$ cat config.mk
export PLATFORM = sky130hd
export DESIGN_NAME = mem_stage_lsu
export DESIGN_NICKNAME = d
export VERILOG_FILES = /design/src/rtl/rv32i_pkg.sv /design/src/rtl/lsu_align.sv /design/src/rtl/mem_stage_lsu.sv
export SDC_FILE = /design/constraint.sdc
export NUM_CORES = 1
export LEC_CHECK = 0
export BUFFER_PORTS_ARGS = -buffer_cell sky130_fd_sc_hd__buf_2
export CORE_ASPECT_RATIO = 1.1
export CORE_MARGIN = 2
export CORE_UTILIZATION = 52
export CTS_CLUSTER_DIAMETER = 30
export DETAILED_ROUTE_END_ITERATION = 6
export PLACE_DENSITY = 0.92
export SYNTH_ARGS = -nofsm -noshare
export SYNTH_HDL_FRONTEND = slang
export SYNTH_SLANG_ARGS = --single-unit
$ cat constraint.sdc
create_clock -name clk -period 3.1 [get_ports clk]
set_clock_uncertainty 0.2 [all_clocks]
set_input_delay 0.62 -clock clk [delete_from_list [all_inputs] [get_ports clk]]
set_output_delay 0.62 -clock clk [all_outputs]
set_load 0.05 [all_outputs]
$ cat src/rtl/rv32i_pkg.sv
// Shared RV32I definitions for the memory stage: funct3 access codes and LSU FSM states.
package rv32i_pkg;

  localparam logic [2:0] F3_B  = 3'b000;
  localparam logic [2:0] F3_H  = 3'b001;
  localparam logic [2:0] F3_W  = 3'b010;
  localparam logic [2:0] F3_BU = 3'b100;
  localparam logic [2:0] F3_HU = 3'b101;

  typedef enum logic [1:0] {StIdle, StReq, StWait, StDone} lsu_state_e;

  // Reserved funct3 codes (011/110/111) report as misaligned so they never reach the bus.
  function automatic logic is_aligned(input logic [2:0] funct3, input logic [1:0] off);
    logic ok;
    case (funct3)
      F3_B, F3_BU: ok = 1'b1;
      F3_H, F3_HU: ok = ~off[0];
      F3_W:        ok = (off == 2'b00);
      default:     ok = 1'b0;
    endcase
    return ok;
  endfunction

endpackage

$ cat src/rtl/lsu_align.sv
// Store strobe/lane-replication generator and load byte/half extractor with sign/zero extension.
module lsu_align
  import rv32i_pkg::*;
(
  input  logic [2:0]  st_funct3,
  input  logic [1:0]  st_off,
  input  logic [31:0] st_data,
  input  logic [2:0]  ld_funct3,
  input  logic [1:0]  ld_off,
  input  logic [31:0] ld_word,
  output logic [3:0]  st_strb,
  output logic [31:0] st_wdata,
  output logic [31:0] ld_data
);

  logic [31:0] shifted;

  assign shifted = ld_word >> {ld_off, 3'b000};

  always_comb begin
    st_strb  = 4'b1111;
    st_wdata = st_data;
    case (st_funct3[1:0])
      2'b00: begin
        st_strb  = 4'b0001 << st_off;
        st_wdata = {4{st_data[7:0]}};
      end
      2'b01: begin
        st_strb  = 4'b0011 << st_off;
        st_wdata = {2{st_data[15:0]}};
      end
      default: ;
    endcase
  end

  always_comb begin
    ld_data = ld_word;
    case (ld_funct3)
      F3_B:    ld_data = {{24{shifted[7]}}, shifted[7:0]};
      F3_BU:   ld_data = {24'h000000, shifted[7:0]};
      F3_H:    ld_data = {{16{shifted[15]}}, shifted[15:0]};
      F3_HU:   ld_data = {16'h0000, shifted[15:0]};
      default: ld_data = ld_word;
    endcase
  end

endmodule

$ cat src/rtl/mem_stage_lsu.sv
// MEM-stage load/store unit: one valid/ready request plus one response per access, stalling
// the pipeline until the access completes.
module mem_stage_lsu
  import rv32i_pkg::*;
#(
  parameter int unsigned TIMEOUT_CYCLES = 0,
  parameter int unsigned CNT_W          = 8
) (
  input  logic        clk,
  input  logic        rst,
  input  logic        MemReqM,
  input  logic        MemWriteM,
  input  logic [2:0]  Funct3M,
  input  logic [31:0] AddrM,
  input  logic [31:0] WriteDataM,
  output logic        bus_req_valid,
  input  logic        bus_req_ready,
  output logic [31:0] bus_addr,
  output logic        bus_we,
  output logic [3:0]  bus_wstrb,
  output logic [31:0] bus_wdata,
  input  logic        bus_rsp_valid,
  input  logic [31:0] bus_rdata,
  input  logic        bus_err,
  output logic [31:0] ReadDataM,
  output logic        StallM,
  output logic        MisalignM,
  output logic        FaultM
);

  lsu_state_e state_q, state_d;

  logic [31:0]      addr_q, wdata_q, rdata_q;
  logic [3:0]       wstrb_q;
  logic             we_q;
  logic [2:0]       funct3_q;
  logic [1:0]       off_q;
  logic [CNT_W-1:0] cnt_q;
  logic             misalign_q, fault_q;

  logic        aligned, timeout;
  logic [3:0]  st_strb;
  logic [31:0] st_wdata, ld_data;

  assign aligned = is_aligned(Funct3M, AddrM[1:0]);
  assign timeout = (TIMEOUT_CYCLES != 0) && (cnt_q == CNT_W'(TIMEOUT_CYCLES - 1));

  lsu_align u_align (
    .st_funct3 (Funct3M),
    .st_off    (AddrM[1:0]),
    .st_data   (WriteDataM),
    .ld_funct3 (funct3_q),
    .ld_off    (off_q),
    .ld_word   (bus_rdata),
    .st_strb   (st_strb),
    .st_wdata  (st_wdata),
    .ld_data   (ld_data)
  );

  always_comb begin
    state_d = state_q;
    unique case (state_q)
      StIdle:  if (MemReqM && aligned) state_d = StReq;
      StReq:   if (bus_req_ready) state_d = StWait;
      StWait:  if (bus_rsp_valid || timeout) state_d = StDone;
      StDone:  state_d = StIdle;
      default: state_d = StIdle;
    endcase
  end

  always_ff @(posedge clk or negedge rst) begin
    if (!rst) begin
      state_q    <= StIdle;
      addr_q     <= '0;
      wdata_q    <= '0;
      wstrb_q    <= '0;
      we_q       <= 1'b0;
      funct3_q   <= '0;
      off_q      <= '0;
      cnt_q      <= '0;
      rdata_q    <= '0;
      misalign_q <= 1'b0;
      fault_q    <= 1'b0;
    end else begin
      state_q    <= state_d;
      misalign_q <= (state_q == StIdle) && MemReqM && !aligned;
      // A response arriving with timeout expiry takes priority over the timeout.
      fault_q    <= (state_q == StWait) && (bus_rsp_valid ? bus_err : timeout);
      if (state_q == StIdle && MemReqM && aligned) begin
        addr_q   <= {AddrM[31:2], 2'b00};
        we_q     <= MemWriteM;
        wstrb_q  <= MemWriteM ? st_strb : 4'b0000;
        wdata_q  <= st_wdata;
        funct3_q <= Funct3M;
        off_q    <= AddrM[1:0];
      end
      if (state_q == StReq && bus_req_ready) begin
        cnt_q <= '0;
      end else if (state_q == StWait) begin
        cnt_q <= cnt_q + CNT_W'(1);
      end
      if (state_q == StWait) begin
        if (bus_rsp_valid) begin
          rdata_q <= (we_q || bus_err) ? 32'h0 : ld_data;
        end else if (timeout) begin
          rdata_q <= 32'h0;
        end
      end
    end
  end

  assign bus_req_valid = (state_q == StReq);
  assign bus_addr      = addr_q;
  assign bus_we        = we_q;
  assign bus_wstrb     = wstrb_q;
  assign bus_wdata     = wdata_q;
  assign ReadDataM     = rdata_q;
  assign MisalignM     = misalign_q;
  assign FaultM        = fault_q;
  assign StallM        = MemReqM && aligned && (state_q != StDone);

endmodule

==> reports/qor_table.md <==
| Quantity | This run |
|---|---|
| Result of the run | finished, final reports clean |
| Share of power burned in combinational logic | 57.0% |
| Hold Fails Final Rpt | 0 |
| Sequential power share | 32.4% |
| Net switching fraction of the power | 52.8% |
| Cell Chain, Critical Path | buf_2 -> nor4_4 -> o21ai_2 -> nor2_1 -> buf_2 |
| Setup_tns | 0 ps |
| Synth Cell Area | 5210 um2 |
| Syn. warnings | 0 |
| Clock tree sinks | 108 |
| Setup repair after global routing missed its margin | false |
| Placed cells | 763 |
| Ant diodes | 0 |
| Count of final max-slew check failures | 0 |
| Post-synth cell types | 37 |
| Total via count in the routed design | 4359 |
| Primary flip-flop cell chosen by synthesis mapping | sky130_fd_sc_hd__dfrtp_1 |
| Placer's final routability congestion estimate | 0.885 |
| CTS Buf Count | 9 |
| Area after detailed placement | 6300 um2 |
| Slack of the critical path | 464 ps |
| Root cell of the clock tree | sky130_fd_sc_hd__clkbuf_8 |
| Placeable core area | 9790 um2 |
| Delay of the slowest cell on the worst path | 440 ps |
| LEAKAGE | 3.51 nW |
| Post-CTS Resized | 0 |
| Vias in the first global route | 4290 |
| WL final | 13800 um |
| Largest net degree at the start of global routing | 101 |
| Detailed router's first-iteration violation count | 143 |
| Filler Cells Inserted | 752 |
| Share of the cycle needed by the critical path after routing | 85.0% |
| I/O Buffers | 208 |
| GRT overflow | 0 |
| Clock period minus final worst setup slack | 2640 ps |
| Met1 GRT Util | 29.5% |
| Clk_lat worst skew | 350 ps |
| Maximum ir drop on the vdd rail | 0.746 mV |
| Top Family by Delay on Critical Path | simple AND/OR/NAND/NOR gates |
| Met2 Usage GRT | 43.7% |
| Critical Path Most Common Cell | sky130_fd_sc_hd__buf_2 |
| Average cell area after synthesis | 11.3 um2 |
| Slew of the pin with the lowest slew margin | 982 ps |
| ANT nets after route | 0 |
| Grt peak-use layer | met2 |
| Power per unit of standard cell area | 1220 nW/um2 |
| Most frequent cell after synthesis | sky130_fd_sc_hd__dfrtp_1 |
| # Post-CTS Setup Buffers | 0 |
| Sequential cell area fraction in the yosys report | 51.9% |
| Crit end category | output pin |
| Power Internal | 3.75 mW |
| Cell type contributing the most total cell area after synthesis | sky130_fd_sc_hd__dfrtp_1 |
| 1st-pass router iterations | 5 |
| # setup viols final | 0 |
| Peak fanout along the critical path | 14 |
| Number of hold-repair buffers added at the cts stage | 0 |
| Final non-filler cell total | 779 |
| Dominant cells by area after synthesis | sky130_fd_sc_hd__dfrtp_1, sky130_fd_sc_hd__mux2_4, sky130_fd_sc_hd__o21ai_0 |
| Max cap viols | 0 |
| Met3 track utilization from global routing | 6.92% |
| CTS H-tree depth | 3 |
| Part of the total power dissipated in the clock network | 10.6% |
| Average detailed-routed wire length per instance | 17.7 um |
| Type of the tightest min-delay check | input pin to asynchronous set/reset pin |
| Commonest cells in the netlist | sky130_fd_sc_hd__dfrtp_1, sky130_fd_sc_hd__o21ai_0, sky130_fd_sc_hd__nand2_1 |
| Antenna violations before repair | 0 |
| Number of synthesized flops with an enable pin | 0 |
| Effective utilization at floorplan | 53.2% |
| Startpoint types | input pin |
| Post-placement worst setup slack | 465 ps |
| Chip height | 109 um |
| Worst-case headroom to the max-slew limit | 34.4% |
| Master of the slowest instance on the critical path | sky130_fd_sc_hd__nor4_4 |
| Number of top-level pins | 211 |
| Area growth syn-to-layout | 24.7% |
| Required time of the critical path | 2280 ps |
| Horiz. Die Dim | 99.4 um |
| Clock tree from TritonCTS | yes |
| Synth Instances | 459 |
| Die Footprint | 10800 um2 |
| Post-layout instance area | 6490 um2 |
| Sum of buffers and inverters on the critical path | 2 |
| Area share of the largest cell type after synthesis | 51.9% |
| Half-perimeter wire length of the detailed placement result | 10500 um |
| Rows | 38 |
| Ratio of cells with drive above 1 in the final layout | 42.8% |
| Maximum clock rate | 379 MHz |
| Sw Pwr | 4.20 mW |
| Async set or reset register ratio after synthesis | 100% |
| Maximum clock path buffer count | 2 |
| Number of nets in the finished design | 765 |
| Arrival time at the worst endpoint | 1820 ps |
| Synthesized flop and latch total | 108 |
| Mean number of vias per cell | 5.60 |
| Overall global routing resource usage | 25.0% |
| Clock slew at reported path FFs | 100 ps |
| Classification of the worst setup path | input pin to output pin |
| Wire length of the first global-routing pass | 21200 um |
| Detailed-route DRC error count | 0 |
layer usage:
layer	vias to the layer above	wire (um)
met2	233	7000
met1	2105	5130
li1	1998	-
met3	23	1340
met5	-	0
met4	0	317
sequential cells by signal, summed over array words and instances (netlist names), 2 cells and up:
register and cells:
bus_wstrb 4, ReadDataM 32, bus_addr 30, state_q 2
funct3_q 3, off_q 2, bus_wdata 32
cell families after synthesis:
kind of cell / share of synthesized area, %
AO/OA/AOI/OAI: 14.1
flip-flops: 51.9
AND/OR/NAND/NOR: 9.51
multiplexers: 19.4
buffers and inverters: 3.82
adder cells (fa/ha/maj): 1.20
other: 0.0720
final timing paths:
kind / from / endpoint / slack (ps) / cells past startpoint
hold / removal: rst / state_q[0] / 110 / 1
max in group asynchronous: rst / bus_addr[13] / 1870 / 2
min in group clk: AddrM[28] / bus_addr[28] / 280 / 2
setup reg to reg: state_q[0] / ReadDataM[31] / 810 / 5
setup / recovery: Funct3M[0] / StallM / 460 / 5
hold reg to reg: ReadDataM[0] / ReadDataM[0] / 290 / 2
power by group through the flow:
stage | clock, mW | combinational (mW) | sequential [mW]
floorplan | 0 | 1.40 | 4.60
global placement | 0 | 4.45 | 2.53
detailed placement | 0 | 4.56 | 2.58
CTS | 0.862 | 4.55 | 2.57
global route | 0.926 | 4.77 | 2.66
finish | 0.842 | 4.53 | 2.58
layout make-up:
cell class | instances | area [um2] | area share [%]
Sequential cell | 108 | 2700 | 41.6
Multi-Input combinational cell | 314 | 2310 | 35.6
Timing Repair Buffer | 214 | 1110 | 17.1
Tap cell | 120 | 150 | 2.31
Clock buffer | 10 | 128 | 1.96
Clock inverter | 6 | 65.1 | 1.00
Inverter | 7 | 26.3 | 0.405
cell usage in the layout (no fill, tap or decap), types with 2 or more instances in the layout:
cell	Yosys	final
sky130_fd_sc_hd__buf_2	9	207
sky130_fd_sc_hd__dfrtp_1	108	108
sky130_fd_sc_hd__o21ai_0	70	70
sky130_fd_sc_hd__nand2_1	46	46
sky130_fd_sc_hd__mux2_4	44	44
sky130_fd_sc_hd__mux2i_1	34	34
sky130_fd_sc_hd__nor2_1	23	23
sky130_fd_sc_hd__a22oi_1	23	23
sky130_fd_sc_hd__a21oi_1	18	18
sky130_fd_sc_hd__and2_1	9	9
sky130_fd_sc_hd__clkbuf_8	0	9
sky130_fd_sc_hd__nand3_1	8	8
sky130_fd_sc_hd__inv_1	7	7
sky130_fd_sc_hd__nand2b_1	7	7
sky130_fd_sc_hd__ha_1	5	5
sky130_fd_sc_hd__buf_4	2	5
sky130_fd_sc_hd__nor2b_1	4	4
sky130_fd_sc_hd__and3_1	2	2
sky130_fd_sc_hd__o22ai_1	2	2
sky130_fd_sc_hd__a22o_1	2	2
sky130_fd_sc_hd__a2bb2oi_1	2	2
sky130_fd_sc_hd__conb_1	1	2
sky130_fd_sc_hd__clkinv_4	0	2
sky130_fd_sc_hd__clkinv_2	0	2
sky130_fd_sc_hd__buf_12	0	2
metrics by stage:
| stage | power, mW | hold slack (ps) | util (%) |
|---|---|---|---|
| finish | 7.96 | 112 | 66.3 |
| global route | 8.35 | 145 | 66.3 |
| CTS | 7.99 | 113 | 66.3 |
| detailed placement | 7.14 | 265 | 64.3 |
| global placement | 6.98 | 257 | 64.3 |
| floorplan | 6.00 | 124 | - |
worst reg2reg max path: cells and delay by family, from the launching register on:
family,cells,cell delay [ps]
adders and majority gates,1,240
DFF,1,440
buffers and inverters,1,130
and+or+nand+nor,1,590
AOI/OAI and AO/OA,2,580
Power figures use the tool's default switching activity.
